## src/rtl/lane_tx_scheduler.sv

```systemverilog
// Round-robin scheduler that shares one byte lane among four requesters.
// After reset it emits a run of COM symbols, then grants bursts of up to MAX_BURST bytes.
module lane_tx_scheduler #(
  parameter int         SYNC_COUNT = 4,
  parameter int         MAX_BURST  = 8,
  parameter logic [7:0] COM_SYMBOL = 8'hBC
) (
  input  logic        clk_4f,
  input  logic        reset,
  input  logic [3:0]  req_valid,
  input  logic [31:0] req_data,
  output logic [3:0]  req_ready,
  output logic [7:0]  data_out,
  output logic        valid_out,
  output logic [1:0]  grant_id,
  output logic        sync_done
);

  localparam int SC_W = (SYNC_COUNT > 1) ? $clog2(SYNC_COUNT) : 1;
  localparam int BC_W = $clog2(MAX_BURST + 1);
  localparam logic [SC_W-1:0] SYNC_LAST  = SC_W'(SYNC_COUNT - 1);
  localparam logic [BC_W-1:0] BURST_LAST = BC_W'(MAX_BURST - 1);

  typedef enum logic [1:0] {SYNC, IDLE, BURST} state_t;

  state_t            state_reg, state_next;
  logic [7:0]        data_out_reg, data_out_next;
  logic              valid_out_reg, valid_out_next;
  logic [1:0]        grant_id_reg, grant_id_next;
  logic              sync_done_reg, sync_done_next;
  logic [1:0]        rr_ptr_reg, rr_ptr_next;
  logic [SC_W-1:0]   sync_cnt_reg, sync_cnt_next;
  logic [BC_W-1:0]   burst_cnt_reg, burst_cnt_next;

  logic [7:0]        lane_byte [4];
  logic [3:0]        req_rot;
  logic [1:0]        rot_off;
  logic [1:0]        winner;
  logic              burst_last;

  // Requests rotated so bit 0 is the requester at rr_ptr; ready is pure state decode.
  generate
    for (genvar gi = 0; gi < 4; gi++) begin : g_lane
      assign lane_byte[gi] = req_data[8*gi +: 8];
      assign req_rot[gi]   = req_valid[2'(rr_ptr_reg + 2'(gi))];
      assign req_ready[gi] = (state_reg == BURST) && (grant_id_reg == 2'(gi));
    end
  endgenerate

  always_comb begin
    rot_off = 2'd0;
    for (int k = 3; k >= 0; k--) begin
      if (req_rot[k]) rot_off = 2'(k);
    end
  end

  assign winner     = rr_ptr_reg + rot_off;
  assign burst_last = (burst_cnt_reg == BURST_LAST);

  always_comb begin
    state_next     = state_reg;
    data_out_next  = COM_SYMBOL;
    valid_out_next = 1'b0;
    grant_id_next  = grant_id_reg;
    sync_done_next = sync_done_reg;
    rr_ptr_next    = rr_ptr_reg;
    sync_cnt_next  = sync_cnt_reg;
    burst_cnt_next = burst_cnt_reg;
    unique case (state_reg)
      SYNC: begin
        sync_cnt_next = sync_cnt_reg + 1'b1;
        if (sync_cnt_reg == SYNC_LAST) begin
          state_next     = IDLE;
          sync_done_next = 1'b1;
        end
      end
      IDLE: begin
        if (|req_valid) begin
          grant_id_next  = winner;
          burst_cnt_next = '0;
          state_next     = BURST;
        end
      end
      BURST: begin
        if (req_valid[grant_id_reg]) begin
          data_out_next  = lane_byte[grant_id_reg];
          valid_out_next = 1'b1;
          burst_cnt_next = burst_last ? '0 : burst_cnt_reg + 1'b1;
          if (burst_last) begin
            state_next  = IDLE;
            rr_ptr_next = grant_id_reg + 2'd1;
          end
        end else begin
          // Requester went quiet: close the burst and move priority past it.
          state_next  = IDLE;
          rr_ptr_next = grant_id_reg + 2'd1;
        end
      end
      default: state_next = SYNC;
    endcase
  end

  always_ff @(posedge clk_4f or posedge reset) begin
    if (reset) begin
      state_reg     <= SYNC;
      data_out_reg  <= COM_SYMBOL;
      valid_out_reg <= 1'b0;
      grant_id_reg  <= 2'd0;
      sync_done_reg <= 1'b0;
      rr_ptr_reg    <= 2'd0;
      sync_cnt_reg  <= '0;
      burst_cnt_reg <= '0;
    end else begin
      state_reg     <= state_next;
      data_out_reg  <= data_out_next;
      valid_out_reg <= valid_out_next;
      grant_id_reg  <= grant_id_next;
      sync_done_reg <= sync_done_next;
      rr_ptr_reg    <= rr_ptr_next;
      sync_cnt_reg  <= sync_cnt_next;
      burst_cnt_reg <= burst_cnt_next;
    end
  end

  assign data_out  = data_out_reg;
  assign valid_out = valid_out_reg;
  assign grant_id  = grant_id_reg;
  assign sync_done = sync_done_reg;

endmodule

```

## config.mk

```make
export PLATFORM = sky130hd
export DESIGN_NAME = lane_tx_scheduler
export DESIGN_NICKNAME = d
export VERILOG_FILES = /design/src/rtl/lane_tx_scheduler.sv
export SDC_FILE = /design/constraint.sdc
export NUM_CORES = 1
export LEC_CHECK = 0
export CORE_ASPECT_RATIO = 0.9
export CORE_MARGIN = 2
export CORE_UTILIZATION = 47
export CTS_BUF_LIST = sky130_fd_sc_hd__clkbuf_4 sky130_fd_sc_hd__clkbuf_8 sky130_fd_sc_hd__clkbuf_16
export CTS_CLUSTER_DIAMETER = 30
export CTS_CLUSTER_SIZE = 25
export DETAILED_ROUTE_END_ITERATION = 10
export MAX_ROUTING_LAYER = met4
export PLACE_DENSITY = 0.89
export SYNTH_ARGS = -nofsm -noshare
export SYNTH_HDL_FRONTEND = slang
export SYNTH_SLANG_ARGS = --single-unit
```

## constraint.sdc

```tcl
create_clock -name clk_4f -period 3.7 [get_ports clk_4f]
set_input_delay 1.11 -clock clk_4f [delete_from_list [all_inputs] [get_ports clk_4f]]
set_output_delay 1.11 -clock clk_4f [all_outputs]
set_load 0.05 [all_outputs]
```

==> metrics.txt, run 1 <==
status completed; reg2reg setup slack 1630 ps; family with the most delay on the worst path buffers and inverters; cell area power density 623 nW/um2; number of fill cells 206; Critical-path top delay cell dfrtp_1; reported leakage power 0.809 nW; number of logic stages on the critical path including buffering 4; maximum achievable frequency 0.298 GHz; kind of path behind the tightest hold check register to register; die height between 50 and 60 um; Die Span X just over 60 um; longest individual stage delay on the worst path 700 ps; ratio of final minimum period to clock period 0.906; largest buffer count on any clock path 2; Ant. Diodes 0; total number of vias around 1.2k; post-synthesis compound-gate area fraction 0.109; peak fanout along the critical path 13; Multi-input gate area slightly below 800 um2; worst hold slack after final layout 475 ps; maximum number of pins on one net before global-route repair 23; initial drt markers 58; main combinational cell family by area after synthesis simple AND/OR/NAND/NOR gates; Hold Path Cell Cnt 1; area used by sequential logic in the layout 557 um2; number of nets in the layout about 220; Yosys reg bits 22; Slew Limit Fails 0; fraction of synthesized area in multiplexers 0.187; distinct cell type count of the synthesized netlist 40; Max transition margin 0.467; slew of the pin with the lowest slew margin 799 ps; fraction of post-synthesis cell area in the top cell type by area 0.307; post-synthesis xor/xnor area fraction 0.0126; die outline area ~3400 um2; Arr. time, crit path 2240 ps; half-perimeter wire length after detailed placement 2780 um; floorplan core area 2770 um2; reg2reg end grant_id[1]$_DFFE_PP0P_; clock-pin transition on the worst setup and hold timing paths 120 ps; # hold bufs at CTS 0; num ports 54; capturing instance or port of the critical path req_ready[1]; critical path, cell by cell inv_1 > ha_1 > and2_1 > clkdlybuf4s50_1; H-Tree Depth 1; async set-reset flop share out of synthesis 1.00; setup TNS 0 ps; endpoint class of the critical path primary output; R2R cell count 8; clock tree root buffer cell clkbuf_4; unrepaired setup endpoints after global routing no; Hold Vio Cnt, Final 0; adder-cell share of the synthesized area 0.0631; TritonRoute pass-1 iters 4; sum of buffers and inverters on the critical path 2; TritonCTS clock tree done; clock sink count 22; wire length of the first global-routing pass 5680 um; count of flip-flops with a built-in enable after synthesis 0; syn_area_per_cell around 11 um2; cell types with the largest area share after synthesis dfrtp_1 31%, mux4_2 15%, dfstp_2 9.5%; synthesized netlist net count 168; Cell Area, Synth 1390 um2; synthesis-to-layout area growth 43.0%; most common flop cell mapped by yosys dfrtp_1; total clock buffers created by CTS 3; via density per instance 5.32; mean routed wirelength per cell 15.4 um; final worst clock skew 18.1 ps; number of resized instances in the post-cts repair step 0; number of maximum-capacitance constraint violations 0; start-to-end type of the worst setup path register to primary output; Syn. warnings 0; part of the Yosys area used for sequential elements 0.401; Simple-Gate Fraction of Synth Area 0.188; share of layout cells above drive strength 1 0.192; worst skew pair latency between 300 and 400 ps; number of global-route vias before repair 1147; number of flip-flops in the largest register 8; final weighted congestion of routability-driven global placement 0.856; wirelength, routed 3350 um; global-route congestion overflow total 0; Post CTS Setup Buffer Count 0; number of nets with antenna violations after detailed routing 0; Finish-stage setup viols 0; # DRC 0; min Tclk post-route roughly 3400 ps; number of placement rows 18; number of antenna violations at the first check in global routing 0; Port Buffers 53; reg2reg start rr_ptr_reg[0]$_DFFE_PP0P_; Starting Density 0.501; worst-case vdd ir drop 0.304 mV; cell count after synthesis 123; worst endpoint required time around 2600 ps; global-route usage over all layers 0.225; startpoint types register; library cell occupying the most area in the post-synthesis netlist dfrtp_1; CP startpoint grant_id[1]$_DFFE_PP0P_
## where the power goes
part	switching [mW]	internal, mW	leakage [nW]
registers	0.0968	0.320	0.268
clock network	0.0680	0.0493	0.0184
logic	0.369	0.332	0.523
## per-stage QoR
stage | util | total power, mW | instance area, um2 | std cells | setup slack [ps]
final | 0.716 | 1.24 | 1980 | 217 | 346
after global routing | 0.716 | 1.32 | 1980 | 217 | 246
after CTS | 0.716 | 1.24 | 1980 | 217 | 346
after detailed placement | 0.706 | 1.13 | 1950 | 213 | 526
after global placement | 0.706 | 1.09 | 1950 | 213 | 678
after floorplan | - | 0.919 | 1390 | 123 | 1110
## cell usage after synthesis, drive strengths merged, types with 2 or more instances
library cell	number
a211o	2
and2	7
and3	3
buf	3
clkbuf	2
dfrtp	17
dfstp	5
ha	7
inv	7
mux2	5
mux4	9
nand2	11
nand2b	4
nor2	4
nor2b	3
nor3b	2
o21ai	7
o22ai	2
or2	6
xor2	2
## placed cells by master (no fill, tap or decap), types with 3 or more instances in the layout
master | Yosys | layout
clkdlybuf4s50_1 | 0 | 53
inv_1 | 7 | 7
nor2_1 | 3 | 3
or2_2 | 6 | 6
ha_1 | 7 | 7
dfstp_2 | 5 | 5
nor2b_1 | 3 | 3
mux4_2 | 9 | 9
clkbuf_4 | 0 | 4
and2_1 | 6 | 6
and3_1 | 3 | 3
o21ai_0 | 6 | 6
nand2b_1 | 4 | 4
mux2_2 | 3 | 3
nand2_1 | 11 | 11
dfrtp_1 | 17 | 17
## metal layers
| metal | share of wire | GRT usage | vias up | wire length, um |
|---|---|---|---|---|
| met5 | 0 | - | - | 0 |
| met4 | 0.0036 | 0.0342 | 0 | 12 |
| met3 | 0.020 | 0.0187 | 2 | 68 |
| met2 | 0.53 | 0.354 | 19 | 1790 |
| met1 | 0.44 | 0.322 | 580 | 1480 |
| li1 | - | - | 554 | - |
## cells by family (layout without fill, tap and decap cells)
kind of cell | after synthesis | in the layout
DFF | 22 | 22
muxes | 14 | 14
and+or+nand+nor | 45 | 45
AOI/OAI and AO/OA | 21 | 21
adders and majority gates | 7 | 7
xor gates and xnor gates | 2 | 2
buffers and inverters | 12 | 66
## worst reg2reg max path: stages (launching register included)
cell and delay (ps):
dfrtp_1 510, nor2b_1 200, a211o_1 280, o21ai_0 80
o221ai_1 150, ha_1 210, xor2_1 160, a211o_1 300
o211ai_1 90
## area by class of cell
type | instances | area share
clock buffers | 4 | 0.0151
inverters | 7 | 0.0132
multi-input cells | 89 | 0.391
flip-flops and latches | 22 | 0.281
well taps | 40 | 0.0252
repair buffers | 55 | 0.275
## how the worst min path moves through the flow
stage | startpoint | endpoint | slack [ps]
after floorplan | burst_cnt_reg[3]$_DFFE_PP0P_ | burst_cnt_reg[3]$_DFFE_PP0P_ | 440
after global placement | sync_done$_DFFE_PP0P_ | sync_done$_DFFE_PP0P_ | 440
after global routing | sync_cnt_reg[0]$_DFFE_PP0P_ | sync_cnt_reg[0]$_DFFE_PP0P_ | 500
after detailed placement | sync_done$_DFFE_PP0P_ | sync_done$_DFFE_PP0P_ | 450
final | sync_done$_DFFE_PP0P_ | sync_done$_DFFE_PP0P_ | 480
after CTS | sync_done$_DFFE_PP0P_ | sync_done$_DFFE_PP0P_ | 480
Power figures use the tool's default switching activity.
==> inputs of run 2 (changes only) <==
Settings changed: SETUP_SLACK_MARGIN set to 0.2.
==> results of run 2 <==
The final DEF is identical to that of run 1; final timing and power are the same.
